[config.mk]
export PLATFORM = sky130hd
export DESIGN_NAME = int_controller
export DESIGN_NICKNAME = d
export VERILOG_FILES = /design/src/rtl/int_controller.sv
export SDC_FILE = /design/constraint.sdc
export NUM_CORES = 1
export LEC_CHECK = 0
export CORE_UTILIZATION = 46
export CTS_BUF_LIST = sky130_fd_sc_hd__clkbuf_16
export DETAILED_ROUTE_END_ITERATION = 8
export PLACE_DENSITY = 0.89
export SLEW_MARGIN = 25
export SYNTH_ARGS = -nofsm -noshare
export SYNTH_HDL_FRONTEND = slang
export SYNTH_SLANG_ARGS = --single-unit
[constraint.sdc]
create_clock -name clk -period 2.5 [get_ports clk]
set_clock_uncertainty 0.05 [all_clocks]
set_input_delay 0.5 -clock clk [delete_from_list [all_inputs] [get_ports clk]]
set_output_delay 0.5 -clock clk [all_outputs]
set_load 0.005 [all_outputs]
[src/rtl/int_controller.sv]
// -----------------------------------------------------------------------------
// int_controller
//   Prioritised, non-nesting interrupt controller. Rising edges on the irq
//   lines latch pending bits. Unmasked pending lines are arbitrated, and the
//   lowest index wins. The winner is presented to the processor until it
//   acknowledges, and no new grant is made until the handler returns (rti).
//
// Parameters
//   NUM_IRQ    number of request lines (index 0 = highest priority)
//   VEC_W      int_vector width, 2**VEC_W >= NUM_IRQ
//   MASK_RESET reset value of the mask register (1 = masked)
//
// Ports
//   clk        clock, rising edge active
//   reset      asynchronous, active-high reset
//   irq        request lines; a rising edge raises a request
//   int_ack    one-cycle pulse: processor entered the handler
//   rti        one-cycle pulse: processor returned from the handler
//   mask_we    mask register write enable
//   mask_in    new mask value
//   interrupt  registered interrupt request to the processor
//   int_vector index of the granted line (valid with interrupt or in_service)
//   in_service registered, high while the handler runs
//   pending    registered pending bits
//   mask       current mask register
// -----------------------------------------------------------------------------
module int_controller #(
  parameter int                 NUM_IRQ    = 4,
  parameter int                 VEC_W      = 2,
  parameter logic [NUM_IRQ-1:0] MASK_RESET = '0
) (
  input  logic               clk,
  input  logic               reset,
  input  logic [NUM_IRQ-1:0] irq,
  input  logic               int_ack,
  input  logic               rti,
  input  logic               mask_we,
  input  logic [NUM_IRQ-1:0] mask_in,
  output logic               interrupt,
  output logic [VEC_W-1:0]   int_vector,
  output logic               in_service,
  output logic [NUM_IRQ-1:0] pending,
  output logic [NUM_IRQ-1:0] mask
);

  typedef enum logic [1:0] {
    IDLE,
    REQ,
    SERVICE
  } state_t;

  state_t             state;
  logic [NUM_IRQ-1:0] irq_q;
  logic [NUM_IRQ-1:0] rise;
  logic [NUM_IRQ-1:0] eligible;
  logic [NUM_IRQ-1:0] grant_clr;
  logic [VEC_W-1:0]   winner;

  // irq_q is cleared by reset, so a line already high when reset releases
  // is seen as a fresh rising edge on the first clock.
  assign rise     = irq & ~irq_q;
  assign eligible = pending & ~mask;

  // Fixed-priority encoder: scanning from the top down lets the lowest set
  // index overwrite any higher one.
  always_comb begin
    // NOTE: every always_comb output gets a default first, so no path leaves
    // it unassigned and no latch is inferred.
    winner = '0;
    for (int i = NUM_IRQ - 1; i >= 0; i--) begin
      if (eligible[i]) winner = VEC_W'(i);
    end
  end

  // Pending bit of the granted line is cleared on the acknowledge edge only.
  always_comb begin
    grant_clr = '0;
    if (state == REQ && int_ack) begin
      for (int i = 0; i < NUM_IRQ; i++) begin
        if (int_vector == VEC_W'(i)) grant_clr[i] = 1'b1;
      end
    end
  end

  // Edge detect, pending latch and mask register.
  always_ff @(posedge clk or posedge reset) begin
    if (reset) begin
      // NOTE: state is reset through the async branch only and updated with
      // non-blocking assignments, so every register samples pre-edge values.
      irq_q   <= '0;
      pending <= '0;
      mask    <= MASK_RESET;
    end else begin
      irq_q   <= irq;
      // A new rise wins over a same-edge grant clear, so a request landing
      // exactly on the acknowledge edge is not lost.
      pending <= (pending & ~grant_clr) | rise;
      if (mask_we) mask <= mask_in;
    end
  end

  // Grant FSM with registered outputs. int_vector loads only on the
  // IDLE->REQ edge, so it stays frozen through REQ and SERVICE: no
  // preemption, and a mask write cannot retract a request already raised.
  always_ff @(posedge clk or posedge reset) begin
    if (reset) begin
      state      <= IDLE;
      interrupt  <= 1'b0;
      in_service <= 1'b0;
      int_vector <= '0;
    end else begin
      case (state)
        IDLE: begin
          if (|eligible) begin
            state      <= REQ;
            interrupt  <= 1'b1;
            int_vector <= winner;
          end
        end
        REQ: begin
          if (int_ack) begin
            state      <= SERVICE;
            interrupt  <= 1'b0;
            in_service <= 1'b1;
          end
        end
        SERVICE: begin
          if (rti) begin
            state      <= IDLE;
            in_service <= 1'b0;
          end
        end
        default: begin
          state      <= IDLE;
          interrupt  <= 1'b0;
          in_service <= 1'b0;
        end
      endcase
    end
  end

endmodule

### Word-level counts from Yosys, hierarchy flattened

Cells that the tools add are included.
W data, S select, Z words.

| cells by class | value |
|---|---|
| equal/unequal tests | 8 |
| muxes and demuxes | 19 |
| bitwise operators | 9 |
| reduce and logical (&&, ||, !) cells | 8 |

Operators with widths:

| operator | number |
|---|---|
| $mux W2 | 7 |
| $and A4 B4 Y4 | 3 |
| $not A4 Y4 | 3 |
| $reduce_and A3 Y1 | 3 |
| $mux W1 | 8 |
| $eq A2 B2 Y1 const B | 3 |
| $ne A2 B2 Y1 const B | 3 |
| $pmux W1 S3 | 2 |
| $pmux W2 S3 | 1 |
| $eq A2 B1 Y1 const B | 2 |
| $logic_not A2 Y1 | 2 |
| $mux W4 | 1 |
| $or A4 B4 Y4 | 1 |
| $reduce_or A4 Y1 | 1 |
| $not A1 Y1 | 2 |
| $reduce_and A2 Y1 | 1 |
| $logic_and A1 B1 Y1 | 1 |

| storage, ports and cells | value |
|---|---|
| bits in registers | 18 |
| bits of input ports | 13 |
| output and inout bits | 12 |
| logic and storage cells | 51 |

### Longest topological paths before layout

| depth | value |
|---|---|
| depth in word-level cells | 6 |
| depth in mapped cells | 4 |
| mapped depth without buffers | 3 |

### Least setup slack after synthesis

Ideal clock, no wire load.

| path | value |
|---|---|
| path type | flip-flop to flip-flop |
| from | reg state[1] |
| to | reg pending[1] |
| setup time | 0.121 ns |
| arrival time | 1.136 ns |
| required time | 2.329 ns |
| slack | 1.193 ns |
| stages on the path, launching flop included | 4 |
| cells stage by stage | dfrtp_1 -> buf_6 -> or4_1 -> a22o_1 |

| on the way | value |
|---|---|
| word-level cells in the longest chain between the ends | 6 |

Ends and longest elaborated chain:

| item | RTL line | text |
|---|---|---|
| start: declaration | 52 | `state_t state;` |
| start signal: assignment | 107 | `state <= IDLE;` |
| start signal: assignment | 115 | `state <= REQ;` |
| start signal: assignment | 122 | `state <= SERVICE;` |
| $eq A2 B1 Y1 | 78 | `if (state == REQ && int_ack) begin` |
| $logic_and A1 B1 Y1 | 78 |  |
| $mux W4 | 78 |  |
| $not A4 Y4 | 97 | `pending <= (pending & ~grant_clr) \| rise;` |
| $and A4 B4 Y4 | 97 |  |
| $or A4 B4 Y4 | 97 |  |
| end signal: assignment | 97 |  |
| end: declaration | 42 | `output logic [NUM_IRQ-1:0] pending,` |

No other way between the ends.
A chain may end at the register's enable or synchronous reset.

### Final worst setup path

| path | value |
|---|---|
| from | reg int_vector[0] |
| to | out int_vector[0] |

RTL lines:

| item | RTL line | text |
|---|---|---|
| start: declaration | 40 | `output logic [VEC_W-1:0] int_vector,` |
| start signal: assignment | 117 | `int_vector <= winner;` |

No word-level cell between the ends.

==> impl_metrics.yaml <==
status:
  outcome: "finished, final reports clean"
global_route:
  grt_pass1_wl_um: 2740
  grt_max_degree: 19
  overflow: 0
  grt_antenna_before_repair: 0
  grt_pass1_vias: 580
  grt_usage_pct: 21.6
cts:
  post_cts_resized: 0
  postCtsHoldBufs: 0
  h-tree-depth: 1
  numCtsBuffers: 3
  cts.path.max_buffers: 2
  clk_latency_ns: 0.25
  cts_root_buffer: "clkbuf_16"
  cts_tree: "built"
  clkSinkCount: 18
  clkTransAtPathRegs_ns: 0.05
  cts_setup_buffers: 0
sta:
  finalSetupViolCount: 0
  relSlewSlack_pct: 56.7
  hold_violations: 0
  setup_slack_ns: 0.709
  rsz0062_at_grt: "no"
  worst_slew_pin_slew_ns: 0.649
  clock.fmax_ghz: 0.558
  finalCritPeriodShare_pct: 71.6
  final_max_slew_viol_count: 0
  layout_min_cycle_time_ns: 1.79
  setup_tns_ns: 0
  hold_slack_ns: 0.363
floorplanning:
  core-area_um2: 1510
  die-area_um2: 1790
  io_pins: 25
  start_util_pct: 49.7
  die_w_um: 42.3
  rows: 14
  die_h_um: 42.3
yosys:
  yosysMostFrequentCell: "dfrtp_1"
  syn-cell-area_um2: 748
  synth_top_area_cell: "dfrtp_1"
  synth_fp_nets: 77
  yosys-top-cells-count: "dfrtp_1 (18), inv_1 (5), o21ai_1 (5)"
  synth_top_area_share_pct: 60.2
  synth-async-reset-ratio_pct: 100
  ys.flop_type: "dfrtp_1"
  avgSynthCellArea_um2: 11.7
  synth_area_leaders: "dfrtp_1 (60%), nand2b_1 (3.3%), o21ai_1 (3.3%)"
  yosysUniqueCellTypes: 24
  synth_warnings: 0
  yosys_register_bits: 18
  synthCells: 64
  synth_edf_count: 0
  ys_seq_area_share_pct: 60.2
critical_path:
  r2r_start: "state[0]"
  reg2reg_depth: 3
  cp_data_required_time_ns: 1.95
  worstPathCellList: "clkdlybuf4s50_1"
  crit_buf_inv: 1
  cp-endpoint: "int_vector[0]"
  path_max_fanout: 5
  ff2ff_setup_slack_ns: 1.14
  setup.worst_path.start: "int_vector[0]"
  critical_path.top_delay_family: "buffers and inverters"
  timing.rr.end: "int_vector[1]"
  worst_setup_path_end_kind: "output pin"
  cpPeakStageDelay_ns: 0.55
  criticalPathCategory: "reg -> out"
  path_depth: 1
  cpMaxStageDelayCell: "clkdlybuf4s50_1"
  cp-start-kind: "flip-flop"
  crit_arrival_ns: 1.24
routing:
  post-route-drc-count: 0
  wl_um: 1680
  first_pass_iters: 5
  ant_nets: 0
  via_per_inst: 5.52
  avgRoutedWirePerCell_um: 15.8
  num_vias: 585
  drtIter0Drc: 15
placement:
  gp_congestion: 0.759
  hpwl_um: 1140
  pre_cts_ws_ns: 0.588
  placedCellCount: 102
  numPortBuffers: 24
pwr:
  p_switching_mw: 0.359
  swShare_pct: 30.3
  pwr-share-comb_pct: 31.8
  p_clk_share_pct: 26.8
  power_frac_seq_pct: 41.5
  p_int_mw: 0.827
  vdd_drop_max_v: 0.000535
  power.density_nw_per_um2: 1110
  p_leak_nw: 0.459
worst_hold_path:
  holdPathStages: 1
  hold_path.class: "reg -> reg"
final_layout:
  layout-drive-gt1-share_pct: 7.78
  antenna_cells: 0
  nets: 104
  layoutNonFillerInstCount: 106
  seq_area_um2: 450
  multiInputGateArea_um2: 256
  area_growth_pct: 42.8
  final_util_pct: 70.9
  nFillCells: 105
run:
  max_cap_viol_count: 0
layout by cell type, fill, tap and decap left out:
| cell type | Yosys | final |
|---|---|---|
| inv_1 | 5 | 5 |
| a21boi_1 | 2 | 2 |
| a22o_1 | 1 | 1 |
| nor2_1 | 3 | 3 |
| mux2_1 | 2 | 2 |
| o21ai_1 | 5 | 5 |
| dfrtp_1 | 18 | 18 |
| nand2_4 | 1 | 1 |
| o41ai_1 | 1 | 1 |
| nand2_1 | 3 | 3 |
| nand2b_1 | 4 | 4 |
| nor2b_1 | 2 | 2 |
| a21oi_1 | 2 | 2 |
| inv_2 | 1 | 1 |
| clkinv_1 | 0 | 1 |
| o21ai_0 | 3 | 3 |
| clkbuf_16 | 0 | 3 |
| nand4_1 | 1 | 1 |
| clkdlybuf4s50_1 | 0 | 24 |
| a221o_1 | 1 | 1 |
| or4_1 | 1 | 1 |
| mux2_2 | 2 | 2 |
| o21a_1 | 1 | 1 |
| nand4b_1 | 1 | 1 |
| a2bb2oi_1 | 2 | 2 |
routing by layer:
| metal | wire, µm | vias to the layer above | global-route usage [%] |
|---|---|---|---|
| li1 | - | 277 | - |
| met1 | 663 | 278 | 24.0 |
| met2 | 907 | 26 | 37.2 |
| met3 | 78 | 4 | 4.74 |
| met4 | 27 | 0 | 13.1 |
| met5 | 0 | - | 0 |
area by class of cell:
class | instances | area share (%)
flip-flops and latches | 18 | 42.2
well taps | 16 | 1.87
clock inverters | 1 | 0.351
repair buffers | 24 | 22.5
inverters | 6 | 2.11
clock buffers | 3 | 7.03
multi-input cells | 38 | 24.0
worst min path at each step:
stage                        start         end  slack [ns]
after CTS                 irq_q[0]  pending[0]        0.37
after global placement    irq_q[2]  pending[2]        0.34
after floorplan           irq_q[0]  pending[0]        0.34
after global routing      irq_q[0]  pending[0]        0.37
final                     irq_q[0]  pending[0]        0.36
after detailed placement  irq_q[0]  pending[0]        0.36
per-stage QoR:
stage	total power, mW	cell area, µm²
CTS	1.19	1070
floorplan	0.678	748
detailed placement	0.858	990
global placement	0.840	990
global route	1.25	1070
finish	1.19	1070
registers in the layout (all words and copies together) (netlist names):
register	count
irq_q	4
mask	4
pending	4
int_vector	2
state	2
in_service	1
interrupt	1
power by group through the flow:
stage	clock network (mW)	registers [mW]	logic, mW
finish	0.317	0.492	0.377
global placement	0	0.482	0.358
CTS	0.319	0.491	0.382
global route	0.333	0.506	0.413
floorplan	0	0.448	0.231
detailed placement	0	0.487	0.371
cell families after synthesis:
family,after synthesis,share of synthesized area [%]
AOI/OAI and AO/OA,18,15.7
buffers and inverters,8,5.52
DFF,18,60.2
muxes,4,6.02
and+or+nand+nor,16,12.5
(Power assumes the default switching activity.)
